===== config.mk =====
export PLATFORM = sky130hd
export DESIGN_NAME = lab2_issuer
export DESIGN_NICKNAME = d
export VERILOG_FILES = /design/src/rtl/lab2_issuer.sv
export SDC_FILE = /design/constraint.sdc
export NUM_CORES = 1
export LEC_CHECK = 0
export ABC_AREA = 0
export CAP_MARGIN = 20
export CORE_UTILIZATION = 31
export DETAILED_ROUTE_END_ITERATION = 7
export RECOVER_POWER = 25
export SETUP_SLACK_MARGIN = 0.2
export SLEW_MARGIN = 25
export SYNTH_ARGS = -nofsm -noshare
export SYNTH_HDL_FRONTEND = slang
export SYNTH_SLANG_ARGS = --single-unit

===== constraint.sdc =====
create_clock -name clk -period 3.2 [get_ports clk]
set_input_delay 0.8 -clock clk [delete_from_list [all_inputs] [get_ports clk]]
set_output_delay 0.8 -clock clk [all_outputs]
set_load 0.01 [all_outputs]

===== src/rtl/lab2_issuer.sv =====
// lab2_issuer: start/rdy initiator that issues LFSR operands to a lab2 compute unit and queues the results
// Ports: clk/rst (async active-low) | go, seed: run control | start, x, rdy, y_in: compute-unit handshake
//        res_valid, res_data, res_pop: result FIFO (fall-through head) | busy, done, timeout_err, txn_cnt: status
//        sig: running result signature, present only when LAB2_ISSUER_SIG_EN is defined
module lab2_issuer #(
  parameter int N_TXN      = 8,
  parameter int TIMEOUT    = 16,
  parameter int FIFO_DEPTH = 4
) (
  input  logic        clk,
  input  logic        rst,
  input  logic        go,
  input  logic [31:0] seed,
  output logic        start,
  output logic [31:0] x,
  input  logic        rdy,
  input  logic [31:0] y_in,
  output logic        res_valid,
  output logic [31:0] res_data,
  input  logic        res_pop,
  output logic        busy,
  output logic        done,
  output logic        timeout_err,
`ifdef LAB2_ISSUER_SIG_EN
  output logic [31:0] sig,
`endif
  output logic [7:0]  txn_cnt
);
  localparam int AW = $clog2(FIFO_DEPTH);
  typedef enum logic [1:0] {S_IDLE, S_ISSUE, S_WAIT, S_DONE} state_t;
  state_t      r_state, w_next;
  logic [31:0] r_lfsr;
  logic [7:0]  r_timer, r_txn;
  logic        r_terr;
  logic [31:0] r_mem [FIFO_DEPTH];
  logic [AW-1:0] r_wptr, r_rptr;
  logic [AW:0] r_count;
  logic        w_full, w_accept, w_push, w_pop, w_tmo, w_last;
  logic [31:0] w_lfsr_next;
  assign w_full      = r_count == (AW+1)'(FIFO_DEPTH);
  assign w_accept    = go && (r_state == S_IDLE || r_state == S_DONE);
  // rdy only counts in WAIT, so a response overlapping the start cycle is dropped
  assign w_push      = r_state == S_WAIT && rdy;
  assign w_pop       = res_pop && r_count != '0;
  assign w_tmo       = r_state == S_WAIT && !rdy && r_timer == 8'(TIMEOUT - 1);
  assign w_last      = r_txn == 8'(N_TXN - 1);
  assign w_lfsr_next = (r_lfsr >> 1) ^ (r_lfsr[0] ? 32'h80200003 : 32'h0);
  assign busy        = r_state == S_ISSUE || r_state == S_WAIT;
  assign done        = r_state == S_DONE;
  // the LFSR only advances when a result is accepted, so x holds through WAIT
  assign x           = busy ? r_lfsr : 32'h0;
  assign res_valid   = r_count != '0;
  assign res_data    = r_mem[r_rptr];
  assign timeout_err = r_terr;
  assign txn_cnt     = r_txn;
  always_ff @(posedge clk or negedge rst)
    if (!rst) r_state <= S_IDLE;
    else r_state <= w_next;
  always_comb begin
    w_next = r_state;
    start  = 1'b0;
    case (r_state)
      S_IDLE, S_DONE: w_next = go ? S_ISSUE : r_state;
      S_ISSUE: begin
        // a free FIFO slot is reserved before issuing so the push in WAIT can never overflow
        start  = !w_full;
        w_next = w_full ? S_ISSUE : S_WAIT;
      end
      S_WAIT: w_next = rdy ? (w_last ? S_DONE : S_ISSUE) : (w_tmo ? S_DONE : S_WAIT);
      default: w_next = S_IDLE;
    endcase
  end
  always_ff @(posedge clk or negedge rst)
    if (!rst) begin
      r_lfsr  <= 32'h1;
      r_timer <= '0;
      r_txn   <= '0;
      r_terr  <= 1'b0;
      r_wptr  <= '0;
      r_rptr  <= '0;
      r_count <= '0;
      for (int i = 0; i < FIFO_DEPTH; i++) r_mem[i] <= 32'h0;
    end else begin
      if (w_accept) begin
        r_lfsr  <= (seed == 32'h0) ? 32'h1 : seed;
        r_txn   <= '0;
        r_terr  <= 1'b0;
        r_timer <= '0;
      end
      if (start) r_timer <= '0;
      if (w_push) begin
        r_txn  <= r_txn + 8'd1;
        r_lfsr <= w_lfsr_next;
      end else if (w_tmo) r_terr <= 1'b1;
      else if (r_state == S_WAIT) r_timer <= r_timer + 8'd1;
      if (w_push) begin
        r_mem[r_wptr] <= y_in;
        r_wptr        <= r_wptr + 1'b1;
      end
      if (w_pop) r_rptr <= r_rptr + 1'b1;
      r_count <= r_count + (AW+1)'(w_push) - (AW+1)'(w_pop);
    end
`ifdef LAB2_ISSUER_SIG_EN
  logic [31:0] r_sig;
  assign sig = r_sig;
  always_ff @(posedge clk or negedge rst)
    if (!rst) r_sig <= 32'h0;
    else if (w_accept) r_sig <= 32'h0;
    else if (w_push) r_sig <= {r_sig[30:0], r_sig[31]} ^ y_in;
`endif
endmodule


==> results.md <==
- Run status: finished, violations left
- Violations in the final reports: capacitance limit, slew limit
- Number of global-route vias before repair: between 5,000 and 6,000
- Number of maximum-capacitance constraint violations: 1
- Leakage power summed over all cells: about 5.2 nW
- Count of mapped cells out of synthesis: approximately 640
- Routed wirelength normalized by instance count: roughly 17 um
- Half-perimeter wire length after detailed placement: 12.53 mm
- Final Max Tran Viols: 70
- Post-Layout Cell Count: about 1,200
- Die ar.: about 29,000 um2
- Fmax: around 350 MHz
- Die outline height: 169.1 um
- Portion of the post-synthesis area used by sequential elements: 0.5381
- Average instance area after synthesis: between 10 and 15 um2
- Number of distinct library cell variants in the gate-level netlist after synthesis: 50
- DR DRC count: 0
- Routed via count: 5,539
- Buffers and inverters on the worst path: 2
- Syn Nets: between 700 and 800
- TNS Setup: 0 ps
- Part of the cycle the worst path needs: 0.9038
- TritonCTS Buffers: 17
- Post-route worst hold slack: roughly 480 ps
- Routed Antenna Nets: 0
- Routed vias/inst: about 4.7
- H-tree depth reported by CTS: 4
- Slew of the pin with the lowest slew margin: roughly 1800 ps
- RSZ-0062 raised after global routing: false
- Global-route wire length before repair: 31.97 mm
- Top-level port count: around 150
- Top Family by Delay on Critical Path: buffers and inverters
- Setup Viol. Count Final: 0
- Cell row count: 60
- Async set-reset flop share out of synthesis: 1.000
- Nets: just under 900
- Maximum cell stage delay along the critical path: between 500 and 600 ps
- Clock-pin slew on the worst setup and hold paths: ~70 ps
- Ratio of cells with drive above 1 in the final layout: 0.1694
- Area inside the core boundary: around 27,000 um2
- Post-Route Skew: approximately 11 ps
- # clock sinks: 186
- Die width: approximately 170 um
- Area of the mapped netlist: roughly 8700 um2
- Synth-to-layout area growth: 30.76%
- Remaining global-route overflow: 0
- Final estimated routing congestion in global placement: about 0.76
- Detailed-route wire length: about 19 mm
- Data required, critical path: ~2400 ps
- Global router's overall resource usage: 0.1430
- CTS tree: done
- Crit path cell chain: buf_12 > mux4_2 > clkdlybuf4s50_1
- Hold Crit Class: reg -> reg
- Number of buffers between clock root and the deepest sink: 2
- Period minus WS final: 2892 ps
- Nature of the critical path endpoint: output port
- Ys flop type: sky130_fd_sc_hd__dfrtp_1
- Root buf cell: sky130_fd_sc_hd__clkbuf_16
- Initial antenna violation count: 0
- Clock latency at the later pin of the worst-skew pair: around 420 ps
- Count of warnings emitted by yosys: 0
- Fin. Hold Viols: 0
- Kind of launch point of the worst setup path: flop
- Port Buffers: ~150
- Number of DRC markers after the initial detailed-route iteration: about 250
- Slowest CP cell: sky130_fd_sc_hd__mux4_2
- Cells after DPL: around 1,100
- Worst-path maximum fanout: 21
- Worst slew margin: -0.1909
- Pre-Repair DR Iteration Count: 4
- Antenna fix cells: 0
- Pwr dens: between 900 and 1000 nW/um2
- Starting Density: 0.3184
- Total of flip-flops plus latches after synthesis: roughly 190
- Worst IR Drop VDD: 0.5088 mV
- Category of the critical setup timing path: reg -> out
- Number of enable flip-flop cells after synthesis: 0
- CP Data Arrival Time: about 2100 ps
- Largest net degree at the start of global routing: between 70 and 80
## timing repair
| action | 4_1_cts | 5_1_grt |
|---|---|---|
| gates resized for setup | 1 | 24 |
| cloned | 0 | 0 |
| buffers inserted | 0 | 2 |
| setup endpoints to repair | 2 | 33 |
| endpoints found under the hold margin | 0 | 0 |
| hold buffers | 0 | 0 |
## synth_stat cells (all sizes together) (2+ instances only)
cell | n | area, um2
a211o | 2 | 17.52
a21boi | 2 | 15.02
a21o | 2 | 15.01
a21oi | 4 | 23.77
a22o | 3 | 26.28
and2 | 3 | 18.77
and3 | 4 | 25.02
buf | 20 | 102.6
clkbuf | 15 | 56.30
dfrtp | 185 | 4629
ha | 11 | 137.6
inv | 9 | 33.78
mux2 | 129 | 1453
mux2i | 33 | 330.3
mux4 | 32 | 720.7
nand2 | 47 | 183.9
nand3 | 5 | 25.02
nand4 | 6 | 37.54
nor2 | 8 | 30.03
nor2b | 33 | 206.5
nor3 | 4 | 31.28
nor4 | 11 | 75.07
o21ai | 42 | 214.0
or3 | 2 | 12.51
xnor2 | 4 | 35.03
xor2 | 4 | 35.03
## metal layers
metal / wire length, um / vias to the layer above / GRT usage
met2: 9130 / 126 / 0.2309
met5: 0 / - / 0
li1: - / 2606 / -
met1: 9120 / 2797 / 0.1937
met4: 118 / 0 / 0.02938
met3: 1008 / 10 / 0.03694
## cell type report
type,count,area [um2]
fill,2614,15860
sequential,186,4657
multi-input combinational,406,3820
timing repair buffer,166,1744
tap,372,465.4
clock buffer,18,429.2
clock inverter,12,163.9
inverter,9,33.78
## power by group
group / switching (mW) / internal, mW / total (mW)
combinational: 2.14 / 2.97 / 5.11
clock: 0.925 / 1.24 / 2.16
sequential: 0.603 / 3.41 / 4.01
total: 3.67 / 7.61 / 11.3
## stage by stage
step / instance area (um2) / setup WS [ps] / total power, mW / utilization
floorplan: 8652 / 1024 / 6.893 / -
global placement: 10670 / 585.3 / 9.193 / 0.3927
detailed placement: 10670 / 551.7 / 9.261 / 0.3927
CTS: 11270 / 213.6 / 11.50 / 0.4146
global route: 11310 / 144.5 / 12.06 / 0.4163
finish: 11310 / 307.8 / 11.28 / 0.4163
## kinds of logic after synthesis
family | after synthesis | share of synthesized area
compound gates | 64 | 0.04454
mux | 194 | 0.2894
fa+ha+maj | 12 | 0.01822
xor+xnor | 8 | 0.008098
flops | 186 | 0.5381
buf+inv | 44 | 0.02227
simple gates | 128 | 0.07939
## state kept, by name, summed over array words and instances, names as in the netlist
name	flops
r_wptr	2
txn_cnt	8
r_lfsr	32
r_rptr	2
r_mem	128
r_timer	8
timeout_err	1
r_state	2
r_count	3
## placed cells by master, fill, tap and decap left out, drive strengths merged, types with 2 or more instances in the layout
cell             n
nand3            5
nor3             4
clkinv           3
xnor2            4
nor2b           33
a22o             3
a21o             2
clkdlybuf4s50  121
mux2i           33
a21boi           2
nand2           47
dlymetal6s2s    23
xor2             4
mux4            32
a21oi            4
and2             3
nor2             8
a211o            2
dfrtp          185
ha              11
nor4            11
buf             18
nand4            6
clkbuf          22
or3              2
and3             4
inv             14
mux2           129
bufinv           3
o21ai           42
## path summary, 6_finish.rpt
path / cells after the start / startpoint / to / slack, ps
setup / recovery: 3 / r_rptr[0] / res_data[31] / 310
min in group asynchronous: 1 / rst / r_mem[57] / 850
setup reg to reg: 7 / r_count[1] / r_count[2] / 1020
hold / removal: 1 / timeout_err / timeout_err / 480
max in group asynchronous: 2 / rst / r_count[0] / 600
hold reg to reg: 1 / timeout_err / timeout_err / 480
No activity file was read; power rests on OpenSTA's default activity.
